===== src/rtl/cla_word_sequencer_if.sv =====
// Wide-operand and wide-result valid/ready bundle for cla_word_sequencer.
// CLA_SEQ_OVF_EN adds the out_ovf result flag.
interface cla_word_sequencer_if #(
  parameter int NUM_WORDS = 4
);
  localparam int W = 16 * NUM_WORDS;

  logic         in_valid;
  logic         in_ready;
  logic [W-1:0] in_a;
  logic [W-1:0] in_b;
  logic         in_cin;
  logic         out_valid;
  logic         out_ready;
  logic [W-1:0] out_sum;
  logic         out_cout;
`ifdef CLA_SEQ_OVF_EN
  logic         out_ovf;

  modport master (
    output in_valid, in_a, in_b, in_cin,
    output out_ready,
    input  in_ready, out_valid, out_sum,
    input  out_cout, out_ovf
  );

  modport slave (
    input  in_valid, in_a, in_b, in_cin,
    input  out_ready,
    output in_ready, out_valid, out_sum,
    output out_cout, out_ovf
  );
`else
  modport master (
    output in_valid, in_a, in_b, in_cin,
    output out_ready,
    input  in_ready, out_valid, out_sum,
    input  out_cout
  );

  modport slave (
    input  in_valid, in_a, in_b, in_cin,
    input  out_ready,
    output in_ready, out_valid, out_sum,
    output out_cout
  );
`endif
endinterface


===== src/rtl/cla_word_sequencer.sv =====
// Streams wide operands through the 16-bit registered CLA adder, LSW first.
// CLA_SEQ_OVF_EN adds the signed-overflow output out_ovf.
module cla_word_sequencer #(
  parameter int NUM_WORDS = 4
) (
  input  logic                 clk,
  input  logic                 rst_n,
  cla_word_sequencer_if.slave  bus,
  output logic [15:0]          add_a,
  output logic [15:0]          add_b,
  output logic                 add_cin,
  input  logic [15:0]          add_sum,
  input  logic                 add_cout
);
  localparam int KW  = (NUM_WORDS > 1) ? $clog2(NUM_WORDS) : 1;
  localparam int MSW = NUM_WORDS - 1;
  localparam logic [KW-1:0] K_LAST = KW'(MSW);

  typedef enum logic [1:0] {
    IDLE, RUN, DRAIN, DONE
  } state_t;

  state_t state, state_d;

  logic [KW-1:0]               k;
  logic                        carry_reg;
  logic [NUM_WORDS-1:0][15:0]  a_reg;
  logic [NUM_WORDS-1:0][15:0]  b_reg;
  logic [NUM_WORDS-1:0][15:0]  res;
  logic                        valid_q;
  logic                        cout_q;
  logic                        in_ready_w;
  logic                        accept;
  logic                        last;

  assign in_ready_w    = rst_n && (state == IDLE);
  assign accept        = bus.in_valid && in_ready_w;
  assign last          = (k == K_LAST);
  assign bus.in_ready  = in_ready_w;
  assign bus.out_valid = valid_q;
  assign bus.out_sum   = res;
  assign bus.out_cout  = cout_q;

  always_ff @(posedge clk) begin
    if (!rst_n) state <= IDLE;
    else        state <= state_d;
  end

  always_comb begin
    state_d = state;
    add_a   = '0;
    add_b   = '0;
    add_cin = 1'b0;
    case (state)
      IDLE:  if (accept) state_d = RUN;
      RUN: begin
        add_a   = a_reg[k];
        add_b   = b_reg[k];
        add_cin = carry_reg;
        if (last) state_d = DRAIN;
      end
      DRAIN: state_d = DONE;
      DONE:  if (bus.out_ready) state_d = IDLE;
      default: state_d = IDLE;
    endcase
  end

  // add_sum lags add_a/add_b by one edge, so RUN stores chunk k-1.
  always_ff @(posedge clk) begin
    if (!rst_n) begin
      k         <= '0;
      carry_reg <= 1'b0;
      a_reg     <= '0;
      b_reg     <= '0;
      res       <= '0;
      valid_q   <= 1'b0;
      cout_q    <= 1'b0;
    end else begin
      case (state)
        IDLE: begin
          if (accept) begin
            a_reg     <= bus.in_a;
            b_reg     <= bus.in_b;
            carry_reg <= bus.in_cin;
            k         <= '0;
          end
        end
        RUN: begin
          carry_reg <= add_cout;
          if (k != '0) res[k - KW'(1)] <= add_sum;
          if (!last)   k <= k + KW'(1);
        end
        DRAIN: begin
          res[MSW] <= add_sum;
          cout_q   <= carry_reg;
          valid_q  <= 1'b1;
        end
        DONE: begin
          if (bus.out_ready) valid_q <= 1'b0;
        end
        default: ;
      endcase
    end
  end

`ifdef CLA_SEQ_OVF_EN
  logic ovf_q;

  always_ff @(posedge clk) begin
    if (!rst_n) begin
      ovf_q <= 1'b0;
    end else if (state == DRAIN) begin
      ovf_q <= (a_reg[MSW][15] == b_reg[MSW][15]) &&
               (add_sum[15] != a_reg[MSW][15]);
    end
  end

  assign bus.out_ovf = ovf_q;
`endif

endmodule


===== src/flat_wrapper.sv =====
// flat-port wrapper written by rule: the top's interface ports become plain ports
module cla_word_sequencer_flat 
#(
  parameter int NUM_WORDS = 4
)
  (clk, rst_n, add_a, add_b, add_cin, add_sum, add_cout, bus_in_valid, bus_in_a, bus_in_b, bus_in_cin, bus_out_ready, bus_in_ready, bus_out_valid, bus_out_sum, bus_out_cout);
  cla_word_sequencer_if #(.NUM_WORDS(NUM_WORDS)) bus_i ();
  input  logic clk;
  input  logic rst_n;
  output logic [15:0] add_a;
  output logic [15:0] add_b;
  output logic add_cin;
  input  logic [15:0] add_sum;
  input  logic add_cout;
  input wire logic [$bits(bus_i.in_valid)-1:0] bus_in_valid;
  input wire logic [$bits(bus_i.in_a)-1:0] bus_in_a;
  input wire logic [$bits(bus_i.in_b)-1:0] bus_in_b;
  input wire logic [$bits(bus_i.in_cin)-1:0] bus_in_cin;
  input wire logic [$bits(bus_i.out_ready)-1:0] bus_out_ready;
  output wire logic [$bits(bus_i.in_ready)-1:0] bus_in_ready;
  output wire logic [$bits(bus_i.out_valid)-1:0] bus_out_valid;
  output wire logic [$bits(bus_i.out_sum)-1:0] bus_out_sum;
  output wire logic [$bits(bus_i.out_cout)-1:0] bus_out_cout;
  assign bus_i.in_valid = bus_in_valid;
  assign bus_i.in_a = bus_in_a;
  assign bus_i.in_b = bus_in_b;
  assign bus_i.in_cin = bus_in_cin;
  assign bus_i.out_ready = bus_out_ready;
  assign bus_in_ready = bus_i.in_ready;
  assign bus_out_valid = bus_i.out_valid;
  assign bus_out_sum = bus_i.out_sum;
  assign bus_out_cout = bus_i.out_cout;
  cla_word_sequencer #(.NUM_WORDS(NUM_WORDS)) u_core (.clk(clk), .rst_n(rst_n), .bus(bus_i), .add_a(add_a), .add_b(add_b), .add_cin(add_cin), .add_sum(add_sum), .add_cout(add_cout));
endmodule

===== config.mk =====
export PLATFORM = sky130hd
export DESIGN_NAME = cla_word_sequencer_flat
export DESIGN_NICKNAME = d
export VERILOG_FILES = /design/src/rtl/cla_word_sequencer_if.sv /design/src/rtl/cla_word_sequencer.sv /design/src/flat_wrapper.sv
export SDC_FILE = /design/constraint.sdc
export NUM_CORES = 1
export LEC_CHECK = 0
export BUFFER_PORTS_ARGS = -buffer_cell sky130_fd_sc_hd__buf_2
export CAP_MARGIN = 20
export CORE_AREA = 4 4 192 194
export DETAILED_ROUTE_END_ITERATION = 8
export DIE_AREA = 0 0 196 198
export SETUP_SLACK_MARGIN = 0.1
export SKIP_LAST_GASP = 1
export SLEW_MARGIN = 40
export SYNTH_ARGS = -nofsm -noshare
export SYNTH_HDL_FRONTEND = slang
export SYNTH_SLANG_ARGS = --single-unit

===== constraint.sdc =====
create_clock -name clk -period 2 [get_ports clk]
set_input_delay 0.1 -clock clk [delete_from_list [all_inputs] [get_ports clk]]
set_output_delay 0.1 -clock clk [all_outputs]
set_load 0.02 [all_outputs]

* After elaboration in Yosys (flattened, before gate mapping) *
Cells that the tools add are included.

storage, ports and cells
  register bits after elaboration = 199
  bits of input ports = 150
  output and inout port bits = 100
  word-level logic and storage cells = 69

cells by class
  $add $sub $neg = 2
  order comparisons = 3
  eq/ne operators = 9
  mux-type cells = 23
  reductions and logical operators = 15

operator list
  cell                                                                   count
  16-bit two-way mux                                                     5
  16-bit binary-select mux with 2-bit select                             2
  64-bit bitwise mux                                                     1
  64-bit two-way mux                                                     1
  16-bit demux with 2-bit select                                         1
  16-bit one-hot mux with 2 select lines                                 1
  2-bit two-way mux                                                      5
  2-bit AND reduction                                                    5
  2-bit one-hot mux with 4 select lines                                  1
  2-bit nonzero test                                                     4
  2-bit == test, second input constant                                   3
  2-bit by 3-bit < comparator with 1-bit output, second input constant   2
  2-bit by 1-bit != test with 1-bit output, second input constant        3
  3-bit AND reduction                                                    2
  2-bit != test, second input constant                                   2
  1-bit one-hot mux with 2 select lines                                  2
  2-bit one-hot mux with 2 select lines                                  1
  1-bit logical AND                                                      3
  1-bit two-way mux                                                      3
  2-bit by 1-bit adder with 2-bit output, second input constant          1
  2-bit by 1-bit == test with 1-bit output, second input constant        1
  2-bit by 1-bit >= comparator with 1-bit output, second input constant  1
  2-bit logical NOT                                                      1
  2-bit by 1-bit subtractor with 2-bit output, second input constant     1

* Depth between registers and ports, before layout *
Gate-level depths: netlist of the first run.

  depth after elaboration = 8
  mapped depth = 10
  depth with buffers taken out = 5

* Worst setup path before layout of the first run *
No wires, ideal clock.

  path kind = register to register
  start point = register u_core.k[1]
  end point = register u_core.res, in the netlist u_core.bus.out_sum[53]
  setup time = 0.116 ns
  arrival time = 2.036 ns
  data required time = 1.884 ns
  path slack = -0.152 ns
  stages on the path, launching flop included = 11
  buffers on the path = 5
  clock period less this slack = 2.152 ns
  path through = dfxtp_1 buf_2 buf_4 buf_4 inv_1 ha_1 a21o_1 and2_1 buf_2 buf_6 a31o_2

on the way
  longest elaborated chain between the ends = 8
  elaborated cells on any way between the ends = 12
  those cells by class = add/sub (1); order compare (2); eq/ne (1); mux (5); reduce/logical (3)

RTL lines
  item                                                                                                                                   RTL line                  text
  start: declaration                                                                                                                     cla_word_sequencer.sv:25  logic [KW-1:0] k;
  start signal: assignment                                                                                                               cla_word_sequencer.sv:91  if (!last) k <= k + KW'(1);
  2-bit by 1-bit subtractor with 2-bit output                                                                                            cla_word_sequencer.sv:90  if (k != '0) res[k - KW'(1)] <= add_sum;
  2-bit by 3-bit < comparator with 1-bit output (implied by the code) or 2-bit by 1-bit >= comparator with 1-bit output (tied branches)  cla_word_sequencer.sv:90
  1-bit logical AND (implied by the code)                                                                                                cla_word_sequencer.sv:90
  16-bit two-way mux (implied by the code)                                                                                               cla_word_sequencer.sv:90
  16-bit demux with 2-bit select                                                                                                         n/a
  64-bit bitwise mux                                                                                                                     cla_word_sequencer.sv:90
  64-bit two-way mux                                                                                                                     cla_word_sequencer.sv:90
  16-bit one-hot mux with 2 select lines                                                                                                 cla_word_sequencer.sv:79  case (state)
  end signal: indexed assignment                                                                                                         cla_word_sequencer.sv:90
  end signal: indexed assignment                                                                                                         cla_word_sequencer.sv:94  res[MSW] <= add_sum;
  end: declaration                                                                                                                       cla_word_sequencer.sv:29  logic [NUM_WORDS-1:0][15:0] res;

Several ways; a longest one is shown, not always the timed one. The select of a mux whose other input is x is not followed.
A chain may end at the register's enable or synchronous reset.

* Worst setup path after layout of the first run *
  start point = register u_core.k[0]
  end point = output add_a[0]

on the way
  longest elaborated chain between the ends = 3

RTL lines
  item                                        RTL line                  text
  16-bit binary-select mux with 2-bit select  cla_word_sequencer.sv:57  add_a = a_reg[k];
  16-bit two-way mux (implied by the code)    cla_word_sequencer.sv:57
  16-bit two-way mux                          cla_word_sequencer.sv:54  case (state)
  end: declaration                            flat_wrapper.sv:10        output logic [15:0] add_a;

Every way passes these cells. The select of a mux whose other input is x is not followed.

==> results of run 1 <==
-- worst min-delay path, stage by stage --
cell and delay [ns]:
buf_2 0.08, nor2_1 0.04, nand3_1 0.08, o2111a_1 0.17
-- cell type report --
class                   instances  area [µm²]  area share (%)
clock buffers                  18         429            3.30
repair buffers                437        3510            27.0
flip-flops and latches        199        3990            30.7
inverters                       4        17.5           0.135
multi-input cells             700        4320            33.2
clock inverters                14         153            1.17
well taps                     461         577            4.44
-- layout by cell type (no fill, tap or decap), types with 4 or more instances in the layout --
cell           count
nand2_1          335
buf_2            221
dfxtp_1          197
dlygate4sd3_1    147
o21ai_0           88
nand2_2           41
o21ai_2           40
mux4_2            32
buf_6             30
and2_4            27
a21boi_0          27
a21boi_1          21
a21oi_1           20
buf_4             19
clkbuf_16         17
a31o_2            14
buf_12            13
and2_1             9
ha_1               7
nand3b_1           5
nor2b_1            4
nor2_1             4
inv_8              4
buf_16             4
-- power by group --
group | switching [mW] | internal [mW] | leakage [nW]
clock network | 1.75 | 1.67 | 0.278
logic | 2.27 | 2.16 | 3.38
registers | 0.390 | 4.63 | 1.63
-- per-stage QoR --
step	power, mW	setup TNS (ns)	utilization [%]	setup slack (ns)
final	12.9	-0.0239	36.9	-0.0135
after global routing	13.6	-2.24	36.9	-0.107
after CTS	13.0	-1.42	36.8	-0.0876
after detailed placement	8.60	0	29.5	0.254
after global placement	8.54	0	29.5	0.313
after floorplan	7.58	0	-	0.109
-- worst min path at each step --
stage	slack, ns	cells after the start	from	to
floorplan	0.20	2	bus_in_a[16]	u_core.a_reg[16]
global placement	0.29	3	bus_in_b[61]	u_core.b_reg[61]
detailed placement	0.30	3	bus_in_b[56]	u_core.b_reg[56]
CTS	0.03	4	bus_in_cin	u_core.carry_reg
global route	0.05	4	bus_in_cin	u_core.carry_reg
finish	0.06	4	bus_in_cin	u_core.carry_reg
-- timing repair --
| item | 4_1_cts | 5_1_grt |
|---|---|---|
| gates resized for setup | 90 | 5 |
| endpoints found under the setup margin | 33 | 58 |
| hold endpoints to repair | 194 | 0 |
| pin swaps | 0 | 25 |
| gates cloned | 5 | 0 |
| setup buffers | 8 | 1 |
| hold buffers | 147 | 0 |
-- metal layers --
metal / vias to the layer above / track usage, % / share of wire [%]
met5: - / 0 / 0.045
met4: 2 / 3.39 / 1.2
met1: 3843 / 19.4 / 45
met2: 273 / 24.3 / 47
li1: 4035 / - / -
met3: 21 / 3.83 / 6.9
-- logic make-up (layout without fill, tap and decap cells) --
kind of cell    count (synthesis)  after routing
buf+inv                        82            473
mux                            34             34
flops                         199            199
compound gates                219            219
fa+ha+maj                      11             11
simple gates                  436            436
==> results.sh, run 1 <==
export IMPL_die_y_um=198
export IMPL_worst_hold_slack_ns=0.0565
export IMPL_synth_area_mux_share_pct=8.52
export IMPL_avgSynthCellArea_um2=8.87
export IMPL_clock_sinks=199
export IMPL_fmax_mhz=497
export IMPL_yosys_most_used_dff="dfxtp_1"
export IMPL_htreeDepth=4
export IMPL_synth_most_common_cell="nand2_1"
export IMPL_violations="setup timing"
export IMPL_synthAdderAreaFrac_pct=1.58
export IMPL_clk_latency_ns=0.45
export IMPL_synth_fp_nets=1142
export IMPL_wl_per_cell_um=15.7
export IMPL_synth_compound_area_share_pct=16.7
export IMPL_core_um2=35200
export IMPL_cpMaxStageDelayCell="mux4_2"
export IMPL_clock_skew_final_ns=0.0121
export IMPL_design_area_um2=13000
export IMPL_initial_core_util_pct=24.7
export IMPL_postSynth_asyncResetShare_pct=0
export IMPL_antenna_left=0
export IMPL_dp_final_hpwl_um=18800
export IMPL_period_share_pct=101
export IMPL_dieArea_um2=38800
export IMPL_nets=1520
export IMPL_cts_tree="built"
export IMPL_first_global_vias=7996
export IMPL_cp_num_buf_inv=3
export IMPL_tightest_slew_ns=0.643
export IMPL_numPortBuffers=249
export IMPL_boundaryPins=250
export IMPL_r2r_end="u_core.state[0]"
export IMPL_worstPathMaxFanout=8
export IMPL_synth_xor_xnor_area_share_pct=0
export IMPL_crit_type="reg2out"
export IMPL_dpl_cell_count=1640
export IMPL_period_minus_slack_ns=2.01
export IMPL_layout_cells_non_filler=1833
export IMPL_crit_start="u_core.k[0]"
export IMPL_numCtsBuffers=17
export IMPL_drc_errors=0
export IMPL_drt_wl_total_um=28900
export IMPL_drive_above_1_share_pct=35.3
export IMPL_rows=69
export IMPL_chipWidth_um=196
export IMPL_grt_max_degree=64
export IMPL_synth_warnings=0
export IMPL_yosys_area_top_type="dfxtp_1"
export IMPL_r2r_slack_ns=0.21
export IMPL_root_buffer="clkbuf_16"
export IMPL_synthSimpleGateAreaFrac_pct=21.8
export IMPL_antenna_found_initial=2
export IMPL_slew_viol_final=0
export IMPL_synth_top_family_by_area="simple AND/OR/NAND/NOR gates"
export IMPL_synth_edf_count=0
export IMPL_gr_total_overflow=0
export IMPL_cts_buffer_depth=2
export IMPL_rsz0062_at_grt="yes"
export IMPL_irDropWorstVdd_mv=0.582
export IMPL_endpoint="add_a[0]"
export IMPL_grt_util_all_layers_pct=14.7
export IMPL_vias_per_cell=4.46
export IMPL_max_stage_delay_ns=0.50
export IMPL_syn_cell_area_um2=8700
export IMPL_fillCellCount=3526
export IMPL_num_antenna_cells=0
export IMPL_p_leak_nw=5.28
export IMPL_critPathLaunchType="flop"
export IMPL_yosysSeqAreaShare_pct=45.8
export IMPL_dr_pass1_iters=5
export IMPL_vias=8174
export IMPL_gp_congestion=0.778
export IMPL_r2r_start="u_core.k[0]"
export IMPL_maxSlewHeadroom_pct=57.1
export IMPL_maxCapViolations=0
export IMPL_endpoint_kind="output port"
export IMPL_crit_arrival_ns=1.91
export IMPL_setup_ws_ns=-0.0135
export IMPL_grt_pass1_wl_um=44800
export IMPL_synthDominantCellAreaShare_pct=45.8
export IMPL_critPathTopFamily="multiplexers"
export IMPL_dpl_instance_area_um2=10400
export IMPL_hold_violations=0
export IMPL_min_path_type="in2reg"
export IMPL_clkTransAtPathRegs_ns=0.07
export IMPL_status="finished, violations left"
export IMPL_cp_depth=5
export IMPL_area_growth_pct=49.4
export IMPL_netlist_instances=981
export IMPL_crit_chain="buf_12 > buf_16 > mux4_2 > and2_4 > buf_6"
export IMPL_p_per_area_nw_per_um2=991
export IMPL_synth_cell_types=37
export IMPL_ys_top_cells_by_count="335 x nand2_1, 199 x dfxtp_1, 88 x o21ai_0"
export IMPL_r2r_cells=8
export IMPL_ys_ff_latch=199
export IMPL_dr_first_iter_drc_count=324
export IMPL_crit_required_ns=1.90
export IMPL_synth_area_leaders="dfxtp_1 46%, nand2_1 14%, mux4_2 8.3%"
export IMPL_final_setup_viol_count=3
Note: power is estimated with default switching activity, not from simulation.
==> run 2: changes to the inputs <==
--- a/config.mk
+++ b/config.mk
@@ -5,11 +5,13 @@
 export SDC_FILE = /design/constraint.sdc
 export NUM_CORES = 1
 export LEC_CHECK = 0
+export ABC_AREA = 1
 export BUFFER_PORTS_ARGS = -buffer_cell sky130_fd_sc_hd__buf_2
 export CAP_MARGIN = 20
-export CORE_AREA = 4 4 192 194
+export CORE_AREA = 4 4 191 193
+export CTS_CLUSTER_SIZE = 16
 export DETAILED_ROUTE_END_ITERATION = 8
-export DIE_AREA = 0 0 196 198
+export DIE_AREA = 0 0 195 197
 export SETUP_SLACK_MARGIN = 0.1
 export SKIP_LAST_GASP = 1
 export SLEW_MARGIN = 40
==> run 2 against run 1 <==
Largest cell class is now sequential cells; sequential share of layout area rose by 0.80 points; largest power group is now combinational logic; register-to-register slack improved by 0.11 ns; the run now ends clean; cell area fell by 2.6%; critical path type unchanged.
==> results.sh, run 2 <==
export IMPL_p_leak_nw=5.86
export IMPL_hold_violations=0
export IMPL_rows=68
export IMPL_crit_arrival_ns=1.81
export IMPL_avgSynthCellArea_um2=7.11
export IMPL_initial_core_util_pct=24.9
export IMPL_tightest_slew_ns=0.627
export IMPL_dr_wl_met3_um=1820
export IMPL_maxCapViolations=0
export IMPL_yosys_area_top_type="dfxtp_1"
export IMPL_crit_required_ns=1.90
export IMPL_cts_tree="built"
export IMPL_grt_max_degree=104
export IMPL_period_share_pct=95.7
export IMPL_clock_skew_final_ns=0.0106
export IMPL_pwr_share_clk_pct=25.5
export IMPL_status="complete, no violations"
export IMPL_dpl_cell_count=1832
export IMPL_wl_per_cell_um=15.8
export IMPL_rsz0062_at_grt="yes"
export IMPL_root_buffer="clkbuf_16"
export IMPL_period_minus_slack_ns=1.91
export IMPL_dr_pass1_iters=5
export IMPL_core_um2=34500
export IMPL_finalSetupTns_ns=0
export IMPL_synth_fp_nets=1370
export IMPL_drive_above_1_share_pct=22.4
export IMPL_ys_ff_latch=199
export IMPL_final_cell_mix="261 x nand3_1, 215 x buf_2, 197 x dfxtp_1"
export IMPL_dp_final_hpwl_um=20200
export IMPL_dr_first_iter_drc_count=486
export IMPL_endpoint_kind="output port"
export IMPL_dieArea_um2=38400
export IMPL_crit_type="reg2out"
export IMPL_drc_errors=0
export IMPL_irDropWorstVdd_mv=0.619
export IMPL_vias_per_cell=4.57
export IMPL_p_sw_mw=5.40
export IMPL_switching_share_pct=38.5
export IMPL_worst_hold_slack_ns=0.0312
export IMPL_netlist_instances=1209
export IMPL_gp_congestion=0.786
export IMPL_htreeDepth=4
export IMPL_die_y_um=197
export IMPL_clkTransAtPathRegs_ns=0.07
export IMPL_maxSlewHeadroom_pct=58.2
export IMPL_min_path_type="in2reg"
export IMPL_area_growth_pct=47.2
export IMPL_synth_edf_count=0
export IMPL_pre_cts_slack_ns=0.237
export IMPL_first_global_vias=8879
export IMPL_antenna_left=0
export IMPL_vias=9230
export IMPL_highest_layer="met4"
export IMPL_p_int_mw=8.61
export IMPL_yosys_most_used_dff="dfxtp_1"
export IMPL_postSynth_asyncResetShare_pct=0
export IMPL_gr_total_overflow=0
export IMPL_fmax_mhz=522
export IMPL_drt_wl_total_um=32000
export IMPL_synthDominantCellAreaShare_pct=46.3
export IMPL_syn_cell_area_um2=8600
export IMPL_synth_area_leaders="dfxtp_1 46%, nand3_1 15%, nand2_1 7.7%"
export IMPL_layout_cells_non_filler=2021
export IMPL_worstPathMaxFanout=8
export IMPL_clk_latency_ns=0.44
export IMPL_numPortBuffers=249
export IMPL_numCtsBuffers=17
export IMPL_final_setup_viol_count=0
export IMPL_seqPwrFrac_pct=36.9
export IMPL_clock_sinks=199
export IMPL_grt_util_all_layers_pct=16.0
export IMPL_synth_cell_types=18
export IMPL_cts_buffer_depth=2
export IMPL_yosysSeqAreaShare_pct=46.3
export IMPL_antenna_found_initial=1
export IMPL_setup_ws_ns=0.0854
export IMPL_critPathLaunchType="flop"
export IMPL_p_per_area_nw_per_um2=1110
export IMPL_final_common_cell="nand3_1"
export IMPL_boundaryPins=250
export IMPL_wl_met1_um=14800
export IMPL_nets=1714
export IMPL_fillCellCount=3611
export IMPL_chipWidth_um=195
export IMPL_slew_viol_final=0
export IMPL_wl_met2_um=14700
export IMPL_synth_warnings=0
export IMPL_power_frac_comb_pct=37.6
export IMPL_ys_top_cells_by_count="262 x nand3_1, 199 x dfxtp_1, 177 x nand2_1"
export IMPL_synth_most_common_cell="nand3_1"
export IMPL_grt_pass1_wl_um=49300
## run 2: metal layers
layer / track usage [%] / up-vias
met5: 0 / -
met4: 5.22 / 0
met3: 3.61 / 40
met2: 25.8 / 304
met1: 21.4 / 4221
li1: - / 4665
## run 2: area by class of cell
cell class | instances | area (µm²) | share of cell area, %
timing repair buffer | 427 | 3260 | 25.7
tap | 455 | 569 | 4.50
multi-input combinational | 830 | 3930 | 31.1
sequential | 199 | 3990 | 31.5
antenna | 1 | 2.50 | 0.0198
clock buffer | 18 | 439 | 3.47
inverter | 78 | 304 | 2.40
clock inverter | 13 | 164 | 1.29
## run 2: worst max-delay path, stage by stage (launching register included)
cell,delay (ns)
dfxtp_4,0.46
buf_12,0.16
buf_4,0.12
nor2_1,0.04
nor2_1,0.08
o21ai_1,0.13
a21oi_1,0.21
buf_4,0.17
## run 2: kinds of logic (layout without fill, tap and decap cells)
logic type               count (synthesis)  count (layout)  share of synthesized area [%]
AO/OA/AOI/OAI                          216             216                           12.6
buffers and inverters                  180             536                           9.09
adder cells (fa/ha/maj)                 11              11                           1.60
other                                    0               1                              0
AND/OR/NAND/NOR                        603             603                           30.4
flip-flops                             199             199                           46.3
## run 2: power groups by stage
stage	Combinational, mW	Sequential [mW]	Clock, mW
after global routing	5.82	5.25	3.83
after CTS	5.10	5.15	3.72
after global placement	4.44	5.19	0
after floorplan	2.75	5.37	0
after detailed placement	4.47	5.22	0
final	5.26	5.17	3.58
## run 2: metrics by stage
stage                     cell area (µm²)  utilization (%)  power, mW
after detailed placement            10200             29.6       9.69
after global placement              10200             29.6       9.63
after CTS                           12500             36.2       14.0
after global routing                12700             36.6       14.9
after floorplan                      8600                -       8.12
final                               12700             36.6       14.0
## run 2: worst paths after layout
check	slack (ns)	startpoint	to	depth (start not counted)
min reg2reg	0.44	u_core.bus.out_sum[16]	u_core.bus.out_sum[16]	2
min	0.03	add_sum[6]	u_core.bus.out_sum[38]	3
max reg2reg	0.32	u_core.state[0]	u_core.a_reg[57]	8
max	0.09	u_core.k[0]	add_b[10]	7
## run 2: what timing repair did
action / CTS / global route
setup buffers: 5 / 5
pin swaps: 9 / 17
endpoints found under the hold margin: 169 / 0
gates resized for setup: 43 / 45
endpoints found under the setup margin: 33 / 45
hold buffers: 142 / 0
gates cloned: 4 / 1
==> run 3: changes to the inputs <==
--- a/config.mk
+++ b/config.mk
@@ -8,10 +8,13 @@
 export ABC_AREA = 1
 export BUFFER_PORTS_ARGS = -buffer_cell sky130_fd_sc_hd__buf_2
 export CAP_MARGIN = 20
+export CELL_PAD_IN_SITES_DETAIL_PLACEMENT = 0
+export CELL_PAD_IN_SITES_GLOBAL_PLACEMENT = 1
 export CORE_AREA = 4 4 191 193
 export CTS_CLUSTER_SIZE = 16
 export DETAILED_ROUTE_END_ITERATION = 8
 export DIE_AREA = 0 0 195 197
+export PLACE_DENSITY_LB_ADDON = 0.1
 export SETUP_SLACK_MARGIN = 0.1
 export SKIP_LAST_GASP = 1
 export SLEW_MARGIN = 40
==> run 3 against run 2 <==
Sequential power is essentially flat; die area unchanged; final cell count barely moved.
==> results.sh, run 3 (synthesis gave the netlist of run 2 again) <==
export IMPL_slew_viol_final=0
export IMPL_hold_violations=0
export IMPL_crit_arrival_ns=1.80
export IMPL_grt_max_degree=101
export IMPL_rows=68
export IMPL_hp_start="add_sum[9]"
export IMPL_grt_use_met3_pct=2.94
export IMPL_critPathLaunchType="flop"
export IMPL_vias=9198
export IMPL_status="complete, no violations"
export IMPL_fillCellCount=3765
export IMPL_final_util_pct=37.6
export IMPL_rsz0062_at_grt="yes"
export IMPL_worst_hold_slack_ns=0.0237
export IMPL_dieArea_um2=38400
export IMPL_p_total_mw=14.7
export IMPL_p_per_area_nw_per_um2=1130
export IMPL_numPortBuffers=249
export IMPL_grt_busiest_layer="met2"
export IMPL_met1_usage_pct=24.1
export IMPL_vias_per_cell=4.55
export IMPL_layout_cells_non_filler=2022
export IMPL_grt_util_all_layers_pct=17.7
export IMPL_crit_required_ns=1.90
export IMPL_period_share_pct=94.8
export IMPL_multiInputGateArea_um2=4050
export IMPL_design_area_um2=13000
export IMPL_root_buffer="clkbuf_16"
export IMPL_drive_above_1_share_pct=24.3
export IMPL_clkTransAtPathRegs_ns=0.07
export IMPL_antenna_left=0
export IMPL_drc_errors=0
export IMPL_final_cell_mix="261 x nand3_1, 216 x buf_2, 196 x dfxtp_1"
export IMPL_clock_sinks=199
export IMPL_maxCapViolations=0
export IMPL_initial_core_util_pct=24.9
export IMPL_dpl_instance_area_um2=10300
export IMPL_pre_cts_slack_ns=0.285
export IMPL_seq_area_um2=3990
export IMPL_final_common_cell="nand3_1"
export IMPL_wl_per_cell_um=17.7
export IMPL_endpoint_kind="output port"
export IMPL_min_path_type="in2reg"
export IMPL_p_leak_nw=5.98
export IMPL_period_minus_slack_ns=1.90
export IMPL_gp_congestion=0.754
export IMPL_antenna_found_initial=0
export IMPL_die_y_um=197
export IMPL_numCtsBuffers=17
export IMPL_setup_ws_ns=0.105
export IMPL_finalSetupTns_ns=0
export IMPL_drt_wl_total_um=35800
export IMPL_crit_type="reg2out"
export IMPL_final_setup_viol_count=0
export IMPL_grt_pass1_wl_um=53700
export IMPL_area_growth_pct=51.0
export IMPL_chipWidth_um=195
export IMPL_dr_first_iter_drc_count=508
export IMPL_gr_total_overflow=0
export IMPL_htreeDepth=4
export IMPL_irDropWorstVdd_mv=0.634
export IMPL_clk_latency_ns=0.44
export IMPL_worstPathMaxFanout=7
export IMPL_core_um2=34500
export IMPL_cts_buffer_depth=2
export IMPL_clock_skew_final_ns=0.0111
export IMPL_cts_tree="built"
export IMPL_num_antenna_cells=0
export IMPL_crit_start="u_core.k[0]"
export IMPL_maxSlewHeadroom_pct=62.1
export IMPL_dr_pass1_iters=5
export IMPL_r2r_start="u_core.k[0]"
export IMPL_first_global_vias=9129
export IMPL_boundaryPins=250
export IMPL_met2_usage_pct=29.7
export IMPL_fmax_mhz=528
export IMPL_dpl_cell_count=1834
export IMPL_nets=1716
export IMPL_dp_final_hpwl_um=22100
export IMPL_tightest_slew_ns=0.569
-- run 3: worst paths after layout --
| kind | end | slack (ns) | cells after the start |
|---|---|---|---|
| max | add_b[8] | 0.10 | 8 |
| min | u_core.bus.out_sum[57] | 0.02 | 5 |
| max reg2reg | u_core.bus.out_sum[53] | 0.37 | 10 |
| min reg2reg | u_core.bus.out_sum[15] | 0.44 | 2 |
-- run 3: repair_timing --
| item | CTS | global route |
|---|---|---|
| pin swaps | 21 | 22 |
| hold endpoints to repair | 139 | 0 |
| hold buffers | 135 | 0 |
| resized for setup | 83 | 49 |
| buffers inserted | 6 | 2 |
| gates cloned | 8 | 6 |
| endpoints found under the setup margin | 33 | 33 |
-- run 3: worst max-delay path, stage by stage (launching register included) --
cell and delay, ns:
dfxtp_4 0.36, buf_12 0.15, buf_12 0.14, buf_16 0.14, nor2_1 0.10, nor2_1 0.04, o21ai_1 0.16, a21oi_2 0.10
buf_6 0.14
-- run 3: metal layers --
layer | share of wire [%] | vias up
met3 | 3.8 | 21
met2 | 47 | 199
li1 | - | 4674
met5 | 0 | -
met4 | 1.2 | 0
met1 | 48 | 4304
-- run 3: area by class of cell --
| cell class | instances | area share [%] |
|---|---|---|
| Clock inverter | 7 | 0.742 |
| Timing Repair Buffer | 429 | 27.0 |
| Clock buffer | 24 | 3.63 |
| Sequential cell | 199 | 30.7 |
| Inverter | 78 | 2.33 |
| Tap cell | 455 | 4.38 |
| Multi-Input combinational cell | 830 | 31.2 |
-- run 3: power by group --
| part | internal, mW | switching, mW | total, mW | leakage (nW) |
|---|---|---|---|---|
| Clock | 1.91 | 1.56 | 3.46 | 0.267 |
| Sequential | 4.73 | 0.443 | 5.18 | 1.63 |
| Combinational | 2.41 | 3.61 | 6.03 | 4.09 |
